`src/rtl/alu_pkg.sv`:
```
// alu_pkg: shared definitions for the handshaked EX-stage ALU.
//   - 4-bit op-code constants (ALU_AND .. ALU_MUL); codes 11xx are undefined.
//   - FSM state encoding used by alu_pipe_hs.
package alu_pkg;

  localparam logic [3:0] ALU_AND  = 4'b0000;
  localparam logic [3:0] ALU_OR   = 4'b0001;
  localparam logic [3:0] ALU_ADD  = 4'b0010;
  localparam logic [3:0] ALU_SUB  = 4'b0011;
  localparam logic [3:0] ALU_SLT  = 4'b0100;
  localparam logic [3:0] ALU_SLTU = 4'b0101;
  localparam logic [3:0] ALU_XOR  = 4'b0110;
  localparam logic [3:0] ALU_NOR  = 4'b0111;
  localparam logic [3:0] ALU_SLL  = 4'b1000;
  localparam logic [3:0] ALU_SRL  = 4'b1001;
  localparam logic [3:0] ALU_SRA  = 4'b1010;
  localparam logic [3:0] ALU_MUL  = 4'b1011;

  typedef enum logic [1:0] {
    S_IDLE = 2'd0,
    S_MUL  = 2'd1,
    S_DONE = 2'd2
  } state_t;

endpackage

```
`src/rtl/alu_mul_seq.sv`:
```
// alu_mul_seq: iterative shift-add multiplier, one multiplier bit per cycle.
// Ports:
//   clock, reset : rising-edge clock, synchronous active-high reset
//   start        : latch a/b and begin (ignored while reset is high)
//   a, b         : multiplicand / multiplier (WIDTH bits, unsigned)
//   busy         : an operation is in flight
//   done         : high during the last step cycle; product is final then
//   product      : 2*WIDTH-bit product, valid while done is high
module alu_mul_seq #(
  parameter int WIDTH = 16
) (
  input  logic               clock,
  input  logic               reset,
  input  logic               start,
  input  logic [WIDTH-1:0]   a,
  input  logic [WIDTH-1:0]   b,
  output logic               busy,
  output logic               done,
  output logic [2*WIDTH-1:0] product
);

  localparam int SHW = $clog2(WIDTH);
  localparam logic [SHW-1:0] LAST = SHW'(WIDTH - 1);

  logic [SHW-1:0]     cnt;
  logic [2*WIDTH-1:0] acc;
  logic [2*WIDTH-1:0] a_sh;
  logic [WIDTH-1:0]   b_sh;

  // product is the accumulator after the current step, so the top level can
  // register the final value on the same edge the last step completes.
  assign product = acc + (b_sh[0] ? a_sh : '0);
  assign done    = busy & (cnt == LAST);

  always_ff @(posedge clock) begin
    if (reset) begin
      busy <= 1'b0;
      cnt  <= '0;
    end else if (start) begin
      busy <= 1'b1;
      cnt  <= '0;
    end else if (busy) begin
      cnt <= cnt + 1'b1;
      if (done) busy <= 1'b0;
    end
  end

  always_ff @(posedge clock) begin
    if (start) begin
      acc  <= '0;
      a_sh <= {{WIDTH{1'b0}}, a};
      b_sh <= b;
    end else if (busy) begin
      acc  <= product;
      a_sh <= a_sh << 1;
      b_sh <= b_sh >> 1;
    end
  end

endmodule

```
`src/rtl/alu_pipe_hs.sv`:
```
// alu_pipe_hs: EX-stage ALU with valid/ready handshake on both sides.
// Single-cycle ops register their result on the accept edge; MUL runs in the
// iterative multiplier and registers its result when the last step finishes.
// Ports:
//   clock, reset          : rising-edge clock, synchronous active-high reset
//   in_valid / in_ready   : operation handshake (accept = in_valid & in_ready)
//   input1, input2        : operands; input2[SHW-1:0] is the shift amount
//   ALUControl            : 4-bit op code
//   out_valid / out_ready : result handshake
//   result                : registered WIDTH-bit result
//   zero, negative, carry, overflow, illegal : registered status flags
module alu_pipe_hs #(
  parameter int WIDTH = 16,
  parameter int SHW   = $clog2(WIDTH)
) (
  input  logic             clock,
  input  logic             reset,
  input  logic             in_valid,
  output logic             in_ready,
  input  logic [WIDTH-1:0] input1,
  input  logic [WIDTH-1:0] input2,
  input  logic [3:0]       ALUControl,
  output logic             out_valid,
  input  logic             out_ready,
  output logic [WIDTH-1:0] result,
  output logic             zero,
  output logic             negative,
  output logic             carry,
  output logic             overflow,
  output logic             illegal
);

  import alu_pkg::*;

  state_t state, state_nxt;

  logic accept, is_mul, mul_start, mul_busy, mul_done;
  logic load_alu, load_mul;
  logic [2*WIDTH-1:0] mul_product;

  logic signed [WIDTH-1:0] a_s, b_s;
  logic [WIDTH:0]          sum_w, diff_w;
  logic [SHW-1:0]          shamt;

  logic [WIDTH-1:0] alu_res, res_nxt;
  logic alu_carry, alu_ovf, alu_ill;
  logic carry_nxt, ovf_nxt, ill_nxt;

  // Signed overflow: same-sign addends yielding a result of the other sign.
  function automatic logic add_ovf(input logic sa, input logic sb, input logic sr);
    return (sa == sb) && (sr != sa);
  endfunction

  // Signed overflow for a - b: differing signs and result sign differs from a.
  function automatic logic sub_ovf(input logic sa, input logic sb, input logic sr);
    return (sa != sb) && (sr != sa);
  endfunction

  alu_mul_seq #(.WIDTH(WIDTH)) u_mul (
    .clock   (clock),
    .reset   (reset),
    .start   (mul_start),
    .a       (input1),
    .b       (input2),
    .busy    (mul_busy),
    .done    (mul_done),
    .product (mul_product)
  );

  // Single-cycle datapath, evaluated on the live operands at the accept edge.
  always_comb begin
    a_s       = input1;
    b_s       = input2;
    shamt     = input2[SHW-1:0];
    sum_w     = {1'b0, input1} + {1'b0, input2};
    diff_w    = {1'b0, input1} - {1'b0, input2};
    alu_res   = '0;
    alu_carry = 1'b0;
    alu_ovf   = 1'b0;
    alu_ill   = 1'b0;
    case (ALUControl)
      ALU_AND:  alu_res = input1 & input2;
      ALU_OR:   alu_res = input1 | input2;
      ALU_ADD: begin
        alu_res   = sum_w[WIDTH-1:0];
        alu_carry = sum_w[WIDTH];
        alu_ovf   = add_ovf(input1[WIDTH-1], input2[WIDTH-1], sum_w[WIDTH-1]);
      end
      ALU_SUB: begin
        alu_res   = diff_w[WIDTH-1:0];
        alu_carry = diff_w[WIDTH];
        alu_ovf   = sub_ovf(input1[WIDTH-1], input2[WIDTH-1], diff_w[WIDTH-1]);
      end
      ALU_SLT:  alu_res = {{(WIDTH-1){1'b0}}, (a_s < b_s)};
      ALU_SLTU: alu_res = {{(WIDTH-1){1'b0}}, (input1 < input2)};
      ALU_XOR:  alu_res = input1 ^ input2;
      ALU_NOR:  alu_res = ~(input1 | input2);
      ALU_SLL:  alu_res = input1 << shamt;
      ALU_SRL:  alu_res = input1 >> shamt;
      ALU_SRA:  alu_res = a_s >>> shamt;
      ALU_MUL:  alu_res = '0;
      default:  alu_ill = 1'b1;
    endcase
  end

  // Handshake and next-state logic.
  always_comb begin
    state_nxt = state;
    in_ready  = 1'b0;
    out_valid = 1'b0;
    case (state)
      S_IDLE: in_ready = 1'b1;
      S_DONE: begin
        out_valid = 1'b1;
        in_ready  = out_ready;
      end
      default: ;
    endcase

    accept    = in_valid & in_ready;
    is_mul    = (ALUControl == ALU_MUL);
    mul_start = accept & is_mul;

    case (state)
      S_IDLE: if (accept) state_nxt = is_mul ? S_MUL : S_DONE;
      S_MUL: begin
        if (mul_done)       state_nxt = S_DONE;
        // An idle multiplier without done cannot deliver; do not hang here.
        else if (!mul_busy) state_nxt = S_IDLE;
      end
      S_DONE: begin
        if (accept)         state_nxt = is_mul ? S_MUL : S_DONE;
        else if (out_ready) state_nxt = S_IDLE;
      end
      default: state_nxt = S_IDLE;
    endcase

    load_alu  = accept & ~is_mul;
    load_mul  = (state == S_MUL) & mul_done;
    res_nxt   = load_mul ? mul_product[WIDTH-1:0] : alu_res;
    carry_nxt = load_mul ? 1'b0 : alu_carry;
    ovf_nxt   = load_mul ? (|mul_product[2*WIDTH-1:WIDTH]) : alu_ovf;
    ill_nxt   = load_mul ? 1'b0 : alu_ill;
  end

  // Output register stage: result and flags captured together.
  always_ff @(posedge clock) begin
    if (reset) begin
      state    <= S_IDLE;
      result   <= '0;
      zero     <= 1'b0;
      negative <= 1'b0;
      carry    <= 1'b0;
      overflow <= 1'b0;
      illegal  <= 1'b0;
    end else begin
      state <= state_nxt;
      if (load_alu | load_mul) begin
        result   <= res_nxt;
        zero     <= (res_nxt == '0);
        negative <= res_nxt[WIDTH-1];
        carry    <= carry_nxt;
        overflow <= ovf_nxt;
        illegal  <= ill_nxt;
      end
    end
  end

endmodule

```
`config.mk`:
```
export PLATFORM = sky130hd
export DESIGN_NAME = alu_pipe_hs
export DESIGN_NICKNAME = d
export VERILOG_FILES = /design/src/rtl/alu_pkg.sv /design/src/rtl/alu_mul_seq.sv /design/src/rtl/alu_pipe_hs.sv
export SDC_FILE = /design/constraint.sdc
export NUM_CORES = 1
export LEC_CHECK = 0
export CORE_ASPECT_RATIO = 0.9
export CORE_MARGIN = 3
export CORE_UTILIZATION = 45
export CTS_BUF_LIST = sky130_fd_sc_hd__clkbuf_16
export DETAILED_ROUTE_END_ITERATION = 12
export HOLD_SLACK_MARGIN = 0.06
export PLACE_DENSITY = 0.61
export SYNTH_ARGS = -nofsm -noshare
export SYNTH_HDL_FRONTEND = slang
export SYNTH_SLANG_ARGS = --single-unit
export TNS_END_PERCENT = 50
```
`constraint.sdc`:
```
create_clock -name clock -period 5.5 [get_ports clock]
set_input_delay 0.825 -clock clock [delete_from_list [all_inputs] [get_ports clock]]
set_output_delay 0.825 -clock clock [all_outputs]
set_load 0.02 [all_outputs]
```
# Word level (Yosys, flattened, before mapping)
# Cells that the tools add are included.
# word_totals
inputBits	40
regBits	108
word_cells	89
output_inout_bits	23
# op_classes
n_mux	25
n_eq_ne	21
n_lt_le_gt_ge	2
n_shift	3
bitwise_logic	11
n_addsub	4
n_reduce_logical	10
# ops
cell	count
16-bit case mux with 11 select lines	1
16-bit 2-to-1 mux	5
32-bit adder	1
16-bit < comparator	2
32-bit 2-to-1 mux	1
4-bit equality test, second input constant	5
16-bit by 16-bit adder with 17-bit output	1
16-bit by 16-bit subtractor with 17-bit output	1
16-bit AND	1
4-bit by 3-bit equality test with 1-bit output, second input constant	4
16-bit zero test	1
16-bit NOT	1
16-bit bitwise OR	1
16-bit OR reduction	1
16-bit by 4-bit left shift with 16-bit output	1
16-bit by 4-bit right shift with 16-bit output	1
16-bit by 4-bit >>> shifter with 16-bit output	1
16-bit bitwise XOR	1
2-bit 2-to-1 mux	6
12-bit OR reduction	1
4-bit by 2-bit equality test with 1-bit output, second input constant	2
1-bit 2-to-1 mux	8
3-bit != test, second input constant	2
1-bit case mux with 2 select lines	3
17 further kinds	24

# Logic depth before layout (Yosys ltp)
# Gate-level depths: netlist of the first run.
# logic_depth
depth_word	5
ltp_mapped	15
ltp_nobuf	13

# Hierarchy
# From an unflattened synthesis of the first run, not the netlist that was laid out.
# hier_totals
cells_unflattened	1350
area_unflattened_um2	10944.2
# modules_own_cells
mod	cells_per_inst	n_inst	seq_area_each_um2	area_each_um2
alu_pipe_hs	793	1	440.4	5595.4
alu_mul_seq	557	1	2021.9	5348.9

# Worst setup path before layout of the first run
# No wires, ideal clock.
# synth_timing
path_type	input-to-reg
startpoint	input input2[2]
endpoint	register zero
setup_ps	59
cell_stages	15
required_ps	5441
setup_slack_ps	1649
n_path_buf	4
t_arrival_ps	3792
cell_sequence	buf_4 -> buf_2 -> inv_2 -> buf_1 -> ha_1 -> buf_2 -> nor3_1 -> a2111oi_1 -> nor2_1 -> a2111oi_0 -> o22ai_1 -> a22oi_1 -> nand4_1 -> nor4_1 -> a31o_1
# synth_between
elab_chain_len	5
elab_cells_between_ends	14
cone_classes	add/sub: 2; order compare: 2; shift: 3; mux: 2; bitwise: 4; reduce/logical: 1
# synth_rtl
item	line	rtl
start, declared	alu_pipe_hs.sv:21	input logic [WIDTH-1:0] input2,
branches (longest 2 deep; another with 16-bit by 16-bit subtractor with 17-bit output)	-	
16-bit case mux with 11 select lines (*)	alu_pipe_hs.sv:81	case (ALUControl)
16-bit 2-to-1 mux (*)	alu_pipe_hs.sv:140	res_nxt = load_mul ? mul_product[WIDTH-1:0] : alu_res;
16-bit zero test (*)	alu_pipe_hs.sv:160	zero <= (res_nxt == '0);
end signal, assigned	alu_pipe_hs.sv:160	
end, declared	alu_pipe_hs.sv:26	output logic zero,
# Mark *: on every way between the ends.
# A chain may end at the register's enable or synchronous reset.

# Worst setup path after layout of the first run
# layout_timing
startpoint	input ALUControl[2]
endpoint	register zero
# layout_between
elab_chain_len	4
elab_cells_between_ends	18
cone_classes	eq/ne: 11; mux: 2; bitwise: 3; reduce/logical: 2
# layout_rtl
item	line	rtl
start, declared	alu_pipe_hs.sv:22	input logic [3:0] ALUControl,
4-bit equality test (tied with other cells)	alu_pipe_hs.sv:81	
16-bit case mux with 11 select lines or 1-bit NOT (tied branches)	alu_pipe_hs.sv:81, alu_pipe_hs.sv:138	
16-bit 2-to-1 mux or 1-bit AND (tied branches)	alu_pipe_hs.sv:140, alu_pipe_hs.sv:138	
16-bit zero test or 1-bit bitwise OR (tied branches)	alu_pipe_hs.sv:160, alu_pipe_hs.sv:158	
# Parallel ways exist; a longest one is shown, timed or not.

==> impl_metrics.ini, run 1 <==
[yosys]
synth_area_per_cell_sq_um = 8.20
synth_edf_count = 32
yosysWarnings = 0
netlist-cell-type-count = 94
netlist_instances = 1368
yosysTopAreaCellShare_pct = 13.4
synthArstFlopShare_pct = 0
synth_top_cell_by_area = dfxtp_1
netlist_top_cells_area = dfxtp_1, ha_1, edfxtp_1, mux4_2, mux2i_1
synthTopCellsByCount = nor2_1, a21oi_1, nand2_1
synth.ff_latch_count = 107
netlist_area_sq_um = 11200
synth_most_common_cell = nor2_1
synthFlopType = dfxtp_1
yosysSeqAreaShare_pct = 21.9
synth_nets = 1496

[final_layout]
area_delta_synth_final_pct = 10.9
nFillCells = 2338
layout-drive-gt1-share_pct = 10.9
nets = 1508
stdcell_area_sq_um = 12500
antenna_cells = 0
fin_util_pct = 51.0

[worst_setup_path]
worstPathRequired_ns = 5.81
crit_fanout = 15
critPathCaptureType = flop
arrival_ns = 4.65
path_class = in2reg
cp-start-kind = primary input

[clock_network]
clockBufferDepth = 2
path_clk_slew_ns = 0.08
cts_setup_buffers = 0
cts_sinks = 107
numCtsBuffers = 9
cts_root_buf = clkbuf_16
htreeDepth = 3
cts_tree = done
insertion_delay_ns = 0.36
cts-resized-gates = 0
holdBufCountCts = 0

[pwr]
ir_worst_vdd_mv = 0.188
report.power.total_w = 0.00365
powerDensity_nw_per_um2 = 293
cellLeakagePower_nw = 4.83

[min_path]
hold_class = reg2reg

[floorplan]
ios = 63
die_area_sq_um = 26900
num_rows = 54
die_x_um = 172
start_util_pct = 46.0
fp.dieH_um = 156
coreArea_sq_um = 24400

[timing]
finalCriticalPeriod_ns = 4.34
fmax_mhz = 230
max_slew.worst_pin.slew_ns = 0.918
finalSetupViolations = 0
rsz0062_at_grt = false
hold_viol_final = 0
finalMaxSlewViolations = 0
period_share_pct = 78.9
finalSetupTns_ns = 0
clock_skew_ns = 0.0103
slew_headroom_pct = 38.8

[placement]
io_buffers = 62
post-dp-hpwl_mm = 31.6
postPlaceCellArea_sq_um = 12200
gp_congestion = 1.03

[drt]
firstDrtPassIters = 6
wirelength_mm = 41.1
vias = 11100
wl_per_cell_um = 23.9
drt_iter0_markers = 1409
drc_errors = 0
ant_nets = 0
viasPerCell = 6.45

[outcome]
outcome = complete, no violations

[global_routing]
grt_usage_pct = 30.5
grt_max_degree = 87
antenna_found_initial = 0
grt_remaining_overflow = 0
grt_pass1_wl_mm = 62.9
grt_pass1_vias = 10200

[run]
maxCapViolations = 0
worst paths after layout:
check	from	end	slack [ns]	cells after the start
hold reg to reg	illegal$_SDFFE_PP0P_	illegal$_SDFFE_PP0P_	0.47	2
setup reg to reg	u_mul.b_sh[0]$_DFFE_PP_	overflow$_SDFFE_PP0P_	1.24	12
setup / recovery	ALUControl[2]	zero$_SDFFE_PP0P_	1.16	10
hold / removal	illegal$_SDFFE_PP0P_	illegal$_SDFFE_PP0P_	0.47	2
registers in the layout, summed over array words and instances, names as in the netlist:
| signal | flops |
|---|---|
| u_mul.a_sh | 32 |
| u_mul.acc | 32 |
| result | 16 |
| u_mul.b_sh | 16 |
| u_mul.cnt | 4 |
| state | 2 |
| carry | 1 |
| illegal | 1 |
| overflow | 1 |
| u_mul.busy | 1 |
| zero | 1 |
placed cells by master, fill, tap and decap left out, types with 11 or more instances in the layout:
cell,synthesis,final
nand2_1,94,94
a21oi_1,94,94
nor2b_1,19,19
a21o_1,20,20
nand4_1,17,17
clkdlybuf4s50_1,0,59
nor3_1,45,45
mux2_2,34,34
xnor2_1,20,20
inv_1,62,63
and2_1,35,35
o211ai_1,19,19
o21ai_0,53,53
mux4_2,27,27
ha_1,85,85
xor2_1,14,14
nand3_1,33,33
edfxtp_1,32,32
a22oi_1,14,14
a31oi_1,12,12
o21a_1,11,11
nor2_1,127,127
mux2i_1,60,60
nand2b_1,13,13
a221oi_1,12,12
a211oi_1,36,36
buf_4,5,44
dfxtp_1,75,74
nor4_1,16,15
through the flow:
stage,hold slack (ns),cells,setup slack [ns]
after global placement,0.457,1705,0.872
final,0.468,1721,1.16
after global routing,0.484,1721,0.833
after floorplan,0.450,1368,1.65
after detailed placement,0.459,1705,0.934
after CTS,0.469,1721,1.23
kinds of logic (layout without fill, tap and decap cells):
logic type | count (synthesis) | after routing | share of synthesized area (%)
AOI/OAI and AO/OA | 395 | 395 | 24.7
and+or+nand+nor | 452 | 452 | 20.1
muxes | 121 | 121 | 14.2
adders and majority gates | 88 | 88 | 10.0
DFF | 107 | 107 | 21.9
xor gates and xnor gates | 34 | 34 | 2.65
buffers and inverters | 171 | 188 | 6.48
layout make-up:
class / count / area (sq um) / share of cell area, %
inverters: 65 / 244 / 1.96
flip-flops and latches: 107 / 2460 / 19.8
multi-input cells: 1090 / 8070 / 64.8
repair buffers: 107 / 956 / 7.68
clock inverters: 6 / 45.0 / 0.362
well taps: 336 / 420 / 3.38
clock buffers: 10 / 250 / 2.01
report_power, final:
part | internal [W] | switching [W] | total, W
clock network | 0.000340 | 0.000331 | 0.000670
logic | 0.000717 | 0.00115 | 0.00187
registers | 0.000993 | 0.000115 | 0.00111
worst max-delay path, cell delays in order:
cell and delay, ns:
clkdlybuf4s50_1 0.77, and2_1 0.56, a221oi_1 0.42, a311oi_1 0.10
nor4_1 0.67, nand3_1 0.18, a21oi_1 0.44, nand4_1 0.15
nor4_1 0.34, a31o_1 0.18
metal layers:
metal	global-route usage, %	share of wire [%]	vias to the layer above
li1	-	-	5160
met1	46.2	46	5281
met2	42.1	40	591
met3	8.44	11	75
met4	8.29	2.6	0
met5	0	0	-
Note: power is estimated with default switching activity, not from simulation.
==> inputs of run 2 (changes only) <==
--- a/config.mk
+++ b/config.mk
@@ -11,7 +11,7 @@
 export CTS_BUF_LIST = sky130_fd_sc_hd__clkbuf_16
 export DETAILED_ROUTE_END_ITERATION = 12
 export HOLD_SLACK_MARGIN = 0.06
-export PLACE_DENSITY = 0.61
+export PLACE_DENSITY = 0.63
 export SYNTH_ARGS = -nofsm -noshare
 export SYNTH_HDL_FRONTEND = slang
 export SYNTH_SLANG_ARGS = --single-unit
==> constraint.sdc (replaced) <==
create_clock -name clock -period 3.6 [get_ports clock]
set_input_delay 0.54 -clock clock [delete_from_list [all_inputs] [get_ports clock]]
set_output_delay 0.54 -clock clock [all_outputs]
set_load 0.02 [all_outputs]
==> run 2 against run 1 <==
Against the previous run: cell count up 14%; worst hold slack gained 0.0037 ns; global-route usage is 1.4 points higher; combinational power rose by 100%; flip-flop and latch count is the same; clock power is 55% higher; first-iteration DRC count is 4.8% lower; setup slack got worse by 1.0 ns; sequential power rose by 54%; clock skew is 0.0037 ns higher; non-clock buffer count is 245 higher; highest routed layer unchanged; register-to-register slack lost 1.1 ns.
==> impl_metrics.ini, run 2 (synthesis gave the netlist of run 1 again) <==
[floorplan]
die_x_um = 172
fp.dieH_um = 156
die_area_sq_um = 26900
ios = 63
coreArea_sq_um = 24400
num_rows = 54
start_util_pct = 46.0

[worst_setup_path]
critPathSlowestCell = or4b_4
critPathCaptureType = flop
crit_start = u_mul.b_sh[0]$_DFFE_PP_
path_class = reg2reg
r2r_start = u_mul.b_sh[0]$_DFFE_PP_
cp-start-kind = flop
crit_fanout = 7
path_cells = buf_6, and2_1, ha_4, nor2b_4, o31a_4, o21ai_4, a31oi_4, or3_4, a2111oi_4, or4b_4, nor4_2, buf_4, a31oi_1
arrival_ns = 3.74
worstPathRequired_ns = 3.86
cpPeakStageDelay_ns = 0.50

[placement]
gp_congestion = 1.02
io_buffers = 62
dp.cells = 1948
post-dp-hpwl_mm = 34.0

[timing]
fmax_mhz = 287
finalCriticalPeriod_ns = 3.49
period_share_pct = 96.9
hold_viol_final = 0
max_slew.worst_pin.slew_ns = 1.02
whs_ns = 0.472
finalMaxSlewViolations = 0
slew_headroom_pct = 31.5
clock_skew_ns = 0.0140
finalSetupViolations = 0

[clock_network]
clockBufferDepth = 2
cts_tree = done
numCtsBuffers = 9
holdBufCountCts = 0
path_clk_slew_ns = 0.08
htreeDepth = 3
cts_sinks = 107
cts_root_buf = clkbuf_16
insertion_delay_ns = 0.36

[pwr]
powerDensity_nw_per_um2 = 441
p_sw_share_pct = 41.7
ir_worst_vdd_mv = 0.279
pwr-share-clk_pct = 16.0
comb_power_share_pct = 57.8
p_switching_w = 0.00272
cellLeakagePower_nw = 6.11
pwr-share-seq_pct = 26.2
p_int_w = 0.00380

[drt]
drc_errors = 0
maxUsedRoutingLayer = met4
drt_iter0_markers = 1342
wl_met2_mm = 18.1
firstDrtPassIters = 7
ant_nets = 0
vias = 12200
wl_per_cell_um = 22.2
viasPerCell = 6.18
wirelength_mm = 43.7
routed-wl-met3_mm = 4.58
wl_met1_mm = 20.1

[final_layout]
layout-drive-gt1-share_pct = 27.5
nFillCells = 2197
biggestRegsByFlops = u_mul.a_sh (32), u_mul.acc (32)
nets = 1753
fin_cells = 1968
final_common_cell = buf_4
mostFrequentLayoutCells = buf_4, nor2_1, nand2_1
area_delta_synth_final_pct = 31.9

[global_routing]
grt_usage_pct = 31.8
grt_pass1_vias = 11300
grt_remaining_overflow = 0
grt_max_degree = 55
antenna_found_initial = 2
grt_pass1_wl_mm = 66.0

[min_path]
hp-start = carry$_SDFFE_PP0P_
hold_class = reg2reg

[run]
maxCapViolations = 0

[outcome]
outcome = complete, no violations
run 2: per-stage QoR:
step                TNS, ns  utilization (%)  total power, W  cell area (sq um)  setup WS [ns]
floorplan                 0                -         0.00369              11200         0.0342
global placement     -0.805             57.7         0.00508              14100         -0.373
detailed placement   -0.864             57.7         0.00513              14100         -0.341
CTS                       0             59.2         0.00625              14400       0.000968
global route        -0.0422             60.6         0.00693              14800        -0.0324
finish                    0             60.7         0.00653              14800          0.112
run 2: path summary, 6_finish.rpt:
kind	end	slack, ns	cells past startpoint
worst max-delay path	overflow$_SDFFE_PP0P_	0.11	13
worst max register to register	overflow$_SDFFE_PP0P_	0.11	13
worst min-delay path	carry$_SDFFE_PP0P_	0.47	2
worst min register to register	carry$_SDFFE_PP0P_	0.47	2
run 2: power groups by stage:
stage	clock network [W]	logic, W	registers [W]
finish	0.00104	0.00377	0.00171
global route	0.00110	0.00409	0.00174
CTS	0.00106	0.00349	0.00169
floorplan	0	0.00201	0.00168
global placement	0	0.00337	0.00170
detailed placement	0	0.00342	0.00171
run 2: what timing repair did:
action | CTS | global route
buffers inserted | 0 | 2
gates resized for setup | 13 | 60
endpoints found under the setup margin | 3 | 5
pin swaps | 4 | 21
run 2: metal layers:
layer | track usage [%] | vias to the layer above
met5 | 1.99 | -
li1 | - | 5642
met4 | 7.56 | 0
met3 | 7.22 | 73
met2 | 44.9 | 582
met1 | 48.7 | 5867
run 2: layout make-up:
cell class / count / area [sq um] / area share [%]
clock inverter: 6 / 52.6 / 0.355
sequential: 107 / 2460 / 16.6
antenna: 2 / 5.00 / 0.0338
timing repair buffer: 352 / 2910 / 19.7
clock buffer: 10 / 250 / 1.69
multi-input combinational: 1090 / 8450 / 57.1
inverter: 65 / 244 / 1.65
tap: 336 / 420 / 2.84
run 2: worst max-delay path: cells and delay by family (launching register included):
kind	cells	cell delay, ns
fa+ha+maj	1	0.26
compound gates	5	1.09
flops	1	0.44
simple gates	5	1.29
buf+inv	2	0.31
==> inputs of run 3 (changes only) <==
--- a/config.mk
+++ b/config.mk
@@ -12,6 +12,7 @@
 export DETAILED_ROUTE_END_ITERATION = 12
 export HOLD_SLACK_MARGIN = 0.06
 export PLACE_DENSITY = 0.63
+export SLEW_MARGIN = 40
 export SYNTH_ARGS = -nofsm -noshare
 export SYNTH_HDL_FRONTEND = slang
 export SYNTH_SLANG_ARGS = --single-unit
==> run 3 against run 2 <==
Against the previous run: first-iteration DRC count is 6.4% higher; sequential share of layout area hardly changed; non-clock buffer count stayed put; via count is 0.17% lower; critical path type unchanged; highest routed layer is now met5.
==> impl_metrics.ini, run 3 (synthesis gave the netlist of run 1 again) <==
[global_routing]
grt_pass1_wl_mm = 66.0
grt_max_degree = 55
grt_pass1_vias = 11300
grt_usage_pct = 31.8
grt_remaining_overflow = 0
antenna_found_initial = 2

[floorplan]
num_rows = 54
start_util_pct = 46.0
fp.dieH_um = 156
die_x_um = 172
die_area_sq_um = 26900
ios = 63
coreArea_sq_um = 24400

[final_layout]
layout-drive-gt1-share_pct = 27.5
nets = 1753
stdcell_area_sq_um = 14800
fin_util_pct = 60.7
final_common_cell = buf_4
area_delta_synth_final_pct = 31.9
nFillCells = 2199
mostFrequentLayoutCells = buf_4, nor2_1, nand2_1
biggestRegsByFlops = u_mul.a_sh (32), u_mul.acc (32)

[drt]
viasPerCell = 6.17
drt_iter0_markers = 1428
drc_errors = 0
wl_per_cell_um = 22.1
wirelength_mm = 43.5
vias = 12100
ant_nets = 0
firstDrtPassIters = 5

[placement]
post-dp-hpwl_mm = 34.0
postPlaceCellArea_sq_um = 14100
gp_congestion = 1.02
io_buffers = 62

[worst_setup_path]
cpPeakStageDelay_ns = 0.50
reg2reg_depth = 13
r2r_start = u_mul.b_sh[0]$_DFFE_PP_
cp-start-kind = flop
critPathTopFamily = simple AND/OR/NAND/NOR gates
critPathCaptureType = flop
rrSetupSlack_ns = 0.11
cp_num_buf_inv = 2
worstPathRequired_ns = 3.85
crit_fanout = 7
crit_start = u_mul.b_sh[0]$_DFFE_PP_
path_class = reg2reg
critPathSlowestCell = or4b_4
path_cells = buf_6, and2_1, ha_4, nor2b_4, o31a_4, o21ai_4, a31oi_4, or3_4, a2111oi_4, or4b_4, nor4_2, buf_4, a31oi_1
arrival_ns = 3.74
worst_r2r_endpoint = overflow$_SDFFE_PP0P_

[clock_network]
htreeDepth = 3
cts_root_buf = clkbuf_16
insertion_delay_ns = 0.36
holdBufCountCts = 0
path_clk_slew_ns = 0.08
numCtsBuffers = 9
cts_tree = done
cts_sinks = 107
clockBufferDepth = 2

[timing]
slew_headroom_pct = 42.7
period_share_pct = 96.9
finalMaxSlewViolations = 0
whs_ns = 0.473
max_slew.worst_pin.slew_ns = 0.848
clock_skew_ns = 0.0117
finalCriticalPeriod_ns = 3.49
fmax_mhz = 287
finalSetupViolations = 0
finalSetupTns_ns = 0
hold_viol_final = 0

[pwr]
report.power.total_w = 0.00652
cellLeakagePower_nw = 6.11
ir_worst_vdd_mv = 0.276
powerDensity_nw_per_um2 = 440

[outcome]
outcome = complete, no violations

[min_path]
hold_depth = 2
holdPathEnd = carry$_SDFFE_PP0P_
hold_class = reg2reg
hp-start = carry$_SDFFE_PP0P_

[run]
maxCapViolations = 0
[run 3: cell types whose count changed in the layout (fill, tap and decap cells not counted), sizes merged]
cell   previous run  this run
diode             2         1
[run 3: how the worst max path moves through the flow]
stage,end,depth (start not counted),slack [ns]
after floorplan,zero$_SDFFE_PP0P_,15,0.03
after global placement,zero$_SDFFE_PP0P_,16,-0.37
after detailed placement,zero$_SDFFE_PP0P_,13,-0.34
after CTS,overflow$_SDFFE_PP0P_,16,0.001
after global routing,overflow$_SDFFE_PP0P_,15,-0.03
final,overflow$_SDFFE_PP0P_,13,0.11
[run 3: repair_timing]
action,4_1_cts,5_1_grt
pin swaps,4,21
hold endpoints to repair,0,0
endpoints found under the setup margin,3,5
resized for setup,13,60
buffers inserted,0,2
[run 3: where the power goes]
part	internal, W	switching, W	leakage (nW)	total [W]
Clock	0.000526	0.000509	0.150	0.00104
Sequential	0.00152	0.000193	0.910	0.00171
Combinational	0.00176	0.00201	5.05	0.00377
Total	0.00380	0.00271	6.11	0.00652
[run 3: area by class of cell]
type / instances / area [sq um] / share of cell area (%)
flip-flops and latches: 107 / 2460 / 16.6
multi-input cells: 1090 / 8450 / 57.1
clock inverters: 6 / 52.6 / 0.355
repair buffers: 352 / 2910 / 19.7
diodes: 1 / 2.50 / 0.0169
inverters: 65 / 244 / 1.65
well taps: 336 / 420 / 2.84
clock buffers: 10 / 250 / 1.69
[run 3: metrics by stage]
step / setup slack [ns] / instances
global route: -0.0324 / 1966
floorplan: 0.0342 / 1368
CTS: 0.000968 / 1964
finish: 0.113 / 1967
detailed placement: -0.341 / 1948
global placement: -0.373 / 1948
[run 3: per-layer routing]
metal  share of wire [%]  GRT usage [%]
met1                  46           48.7
met2                  42           44.9
met3                 9.9           7.22
met4                 2.1           7.56
met5               0.030           1.99
[run 3: tightest hold or removal path: stages, from the launching register on]
cell and delay [ns]:
dfxtp_1 0.31, nand3_1 0.06, a21oi_1 0.06
==> variant 1 (config.mk and constraints of run 2) <==
The 3 states of `state_t` get a one-hot encoding in 3 bits.
--- a/src/rtl/alu_pkg.sv
+++ b/src/rtl/alu_pkg.sv
@@ -18,6 +18,6 @@
 
-  typedef enum logic [1:0] {
-    S_IDLE = 2'd0,
-    S_MUL  = 2'd1,
-    S_DONE = 2'd2
+  typedef enum logic [2:0] {
+    S_IDLE = 3'b001,
+    S_MUL  = 3'b010,
+    S_DONE = 3'b100
   } state_t;
Formal check against the unedited RTL: same outputs for any inputs over 10 cycles, from zero or initial values and one cycle with reset high; not proved beyond that.
==> variant 1 against run 2 <==
The run now ends with negative setup slack left. Power increased by 2.1%. Non-clock buffer count increased by 23. Wire length decreased by 3.6%. Sequential cell count increased by 1. Worst setup slack got worse by 0.30 ns. Synthesized area decreased by 4.3%. Sequential share of layout area increased by 0.65 points. Die area decreased by 4.2%. Final cell count decreased by 2.7%. Final area decreased by 2.9%. Maximum frequency decreased by 7.9%. Largest cell class unchanged.
==> variant 1: results (changes against run 2) <==
### STA
• post-route clock skew: 0.01817 ns, +0.004149 ns
• number of setup violations in the final report: 1, +1
• Worst Setup Slack, final: -0.1850 ns, -0.2974 ns
• Slew headroom: 0.5023, +0.1876

### Run status
• result of the run: complete, but fails checks
• failing checks: negative setup slack

### Yosys
• list of most frequent post-synthesis cells: 142 x sky130_fd_sc_hd__nor2_1, 102 x sky130_fd_sc_hd__nand2_1, 85 x sky130_fd_sc_hd__ha_1, 82 x sky130_fd_sc_hd__a21oi_1, 76 x sky130_fd_sc_hd__dfxtp_1
• Mapped Avg Cell Area: 8.151 sq um, -0.63%
• count of state elements after synthesis: 108, +0.93%
• synth top area cells: sky130_fd_sc_hd__dfxtp_1 14%, sky130_fd_sc_hd__ha_1 9.9%, sky130_fd_sc_hd__edfxtp_1 9.0%
• post-synthesis adder-cell area fraction: 0.1047, +0.004539

### GRT
• number of global-route vias before repair: 11,090, -1.5%
• global routing usage on met1: 0.4793, -0.008223
• global-route wire length before repair: 64.98 mm, -1.6%
• maximum number of pins on one net before global-route repair: 45, -18%
• met2 Usage GRT: 0.4457, -0.002876

### Route
• post-detailed-routing wire length: 42.16 mm, -3.6%

### Setup path
• R2R cell count: 16, +3

### Final layout
• Clock-cell share: 0.02028, -0.0001795
• count of filler cells inserted in the layout: 2,085, -5.1%
• nonclk buf count: 375, +6.5%
• total inserted antenna cells: 0, -2

### Clock network
• number of instances resized during post-cts repair: 21, +8

### Placement
• dpl ws: -0.5581 ns, -0.2175 ns

### Die
• die area: 25,750 sq um, -4.2%

[variant 1: cell count changes after synthesis, sizes merged, moves of 7 or more]
cell   delta
nand2     +8
nor2     +16
nand3     -9
buf      -22
a21oi    -12
mux4     -11
xor2      +7
nor3      -7
a22oi     -7
mux2     +11
a21o      -8
[variant 1: power breakdown]
part,total [mW],leakage [nW],internal [mW],switching (mW)
clock network,1.01,0.143,0.489,0.523
registers,1.77,0.920,1.55,0.215
logic,3.89,5.03,1.90,1.98
total,6.67,6.10,3.94,2.72
[variant 1: how the worst max path moves through the flow]
stage | endpoint | cells after the start | slack [ns] | from
after floorplan | overflow | 15 | -0.02 | u_mul.b_sh[0]
after global placement | zero | 14 | -0.45 | input1[0]
after detailed placement | zero | 14 | -0.56 | input1[0]
after CTS | overflow | 15 | -0.14 | u_mul.b_sh[0]
after global routing | overflow | 15 | -0.25 | u_mul.b_sh[0]
final | overflow | 16 | -0.18 | u_mul.b_sh[0]
==> variant 2 (config.mk and constraints of run 2) <==
Made on the original files. `WIDTH` is set to 16 in 2 places; all go to 8.
--- a/src/rtl/alu_mul_seq.sv
+++ b/src/rtl/alu_mul_seq.sv
@@ -9,3 +9,3 @@
 module alu_mul_seq #(
-  parameter int WIDTH = 16
+  parameter int WIDTH = 8
 ) (
--- a/src/rtl/alu_pipe_hs.sv
+++ b/src/rtl/alu_pipe_hs.sv
@@ -12,3 +12,3 @@
 module alu_pipe_hs #(
-  parameter int WIDTH = 16,
+  parameter int WIDTH = 8,
   parameter int SHW   = $clog2(WIDTH)
Ports: changed (resized input1, input2 and result); port bits go from 63 to 39. The function was not compared with the original's and may differ.
==> variant 2 against run 2 <==
Core utilization decreased by 5.6 points. Sequential cell count shrank 49. Synthesized area shrank 52%. Final area shrank 57%. Die area shrank 51%. Power is 53% lower. Worst setup slack better by 0.031 ns. Critical path depth shrank 1. Wire length decreased by 64%. Critical path type unchanged. Highest routed layer unchanged.
==> variant 2: results (changes against run 2) <==
### STA
• slew at the pin closest to its max-slew limit: 0.6748 ns, -0.3403 ns
• post-route clock skew: 0.01048 ns, -0.003543 ns

### Yosys
• list of most frequent post-synthesis cells: 59 x sky130_fd_sc_hd__nor2_1, 43 x sky130_fd_sc_hd__a21oi_1, 43 x sky130_fd_sc_hd__ha_1, 42 x sky130_fd_sc_hd__dfxtp_1
• proportion of synthesized chip area in sequential cells: 0.2475, +0.02812
• synth top area cells: sky130_fd_sc_hd__dfxtp_1 16%, sky130_fd_sc_hd__ha_1 10%, sky130_fd_sc_hd__edfxtp_1 9.0%
• warning count from the yosys run: 0, unchanged
• Syn Inst Count: 620, -55%
• number of distinct library cells after synthesis: 79, -16%
• Synth Flop Type: sky130_fd_sc_hd__dfxtp_1
• EDFF count, synth: 16, -50%
• Mapped Nets: 690, -54%

### Final layout
• Final nets: 741, -58%
• share of cells above drive strength 1: 0.1435, -0.1320
• count of filler cells inserted in the layout: 1,045, -52%
• total inserted antenna cells: 0, -2
• largest registers: u_mul.a_sh x16, u_mul.acc x16

### GRT
• number of antenna violations at the first check in global routing: 0, -2
• global-route track usage on met3: 0.06636, -0.005849
• number of global-route vias before repair: 4,612, -59%
• global-route wire length before repair: 24.95 mm, -62%
• global routing usage on met1: 0.3677, -0.1197
• met2 Usage GRT: 0.3470, -0.1015
• maximum number of pins on one net before global-route repair: 27, -51%
• Overall Global Routing Usage: 0.2428, -0.07543

### Setup path
• Max stage delay on crit path: 0.53 ns, +0.03 ns
• Max FO, Critical Path: 4, -3
• Critical-path top delay cell: sky130_fd_sc_hd__a311oi_2
• Worst EP arrival: 3.64 ns, -0.10 ns
• cell type group with the largest total delay on the critical path: compound AO/OA/AOI/OAI gates

### Route
• TritonRoute pass-1 iters: 5, -2
• DR iter-0 viols: 478, -64%
• met3 wirelength from detailed routing: 1.171 mm, -74%
• sum of routed wire segments on met1: 8.043 mm, -60%
• met2 wire length: 6.552 mm, -64%
• vias after detailed routing: 5,021, -59%
• per-cell via count in the routed design: 6.035, -2.4%
• post-detailed-routing wire length: 15.87 mm, -64%

### Power and ir drop
• leakage power figure: 2.541 nW, -58%
• combinational share of power: 0.441, -0.137
• maximum VDD drop: 0.2819 mV, +0.97%
• P per Cell Area: 479.0 nW/um^2, +8.6%
• Pint: 1.885 mW, -50%
• Power Sequential: 0.902 mW, -47%

### Placement
• final weighted congestion in routability-driven placement: 0.9483, -7.1%
• dpl ws: -0.0007243 ns, +0.3399 ns
• placed cell count: 815, -58%
• detailed placement HPWL: 12.43 mm, -63%
• area post-placement: 6053 sq um, -57%
• IO buf count: 38, -39%

### Clock network
• number of instances resized during post-cts repair: 0, -13
• Clk pin slew, worst setup/hold paths: 0.06 ns, -0.02 ns
• Clock Latency Late Sink: 0.33 ns, -0.03 ns

### Run status
• result of the run: finished, final reports clean

## variant 2: area by class of cell
cell class,instances,area (sq um),area share
flip-flops and latches,58,1321,0.2081
multi-input cells,489,3717,0.5855
clock inverters,6,28.78,0.004533
clock buffers,10,250.2,0.03942
repair buffers,81,715.7,0.1127
inverters,32,120.1,0.01892
well taps,156,195.2,0.03074
## variant 2: cells by family after synthesis
logic type      count (synthesis)  share of synthesized area
fa+ha+maj                      46                     0.1120
compound gates                172                     0.2363
simple gates                  200                     0.1941
buf+inv                        73                    0.05907
xor+xnor                       20                    0.03282
mux                            51                     0.1181
flops                          58                     0.2475
## variant 2: final timing paths
check                  end  cells after the start  slack (ns)          start
setup / recovery  overflow                     12        0.14  u_mul.b_sh[0]
hold reg to reg      carry                      2        0.47          carry
hold / removal       carry                      2        0.47          carry
setup reg to reg  overflow                     12        0.14  u_mul.b_sh[0]
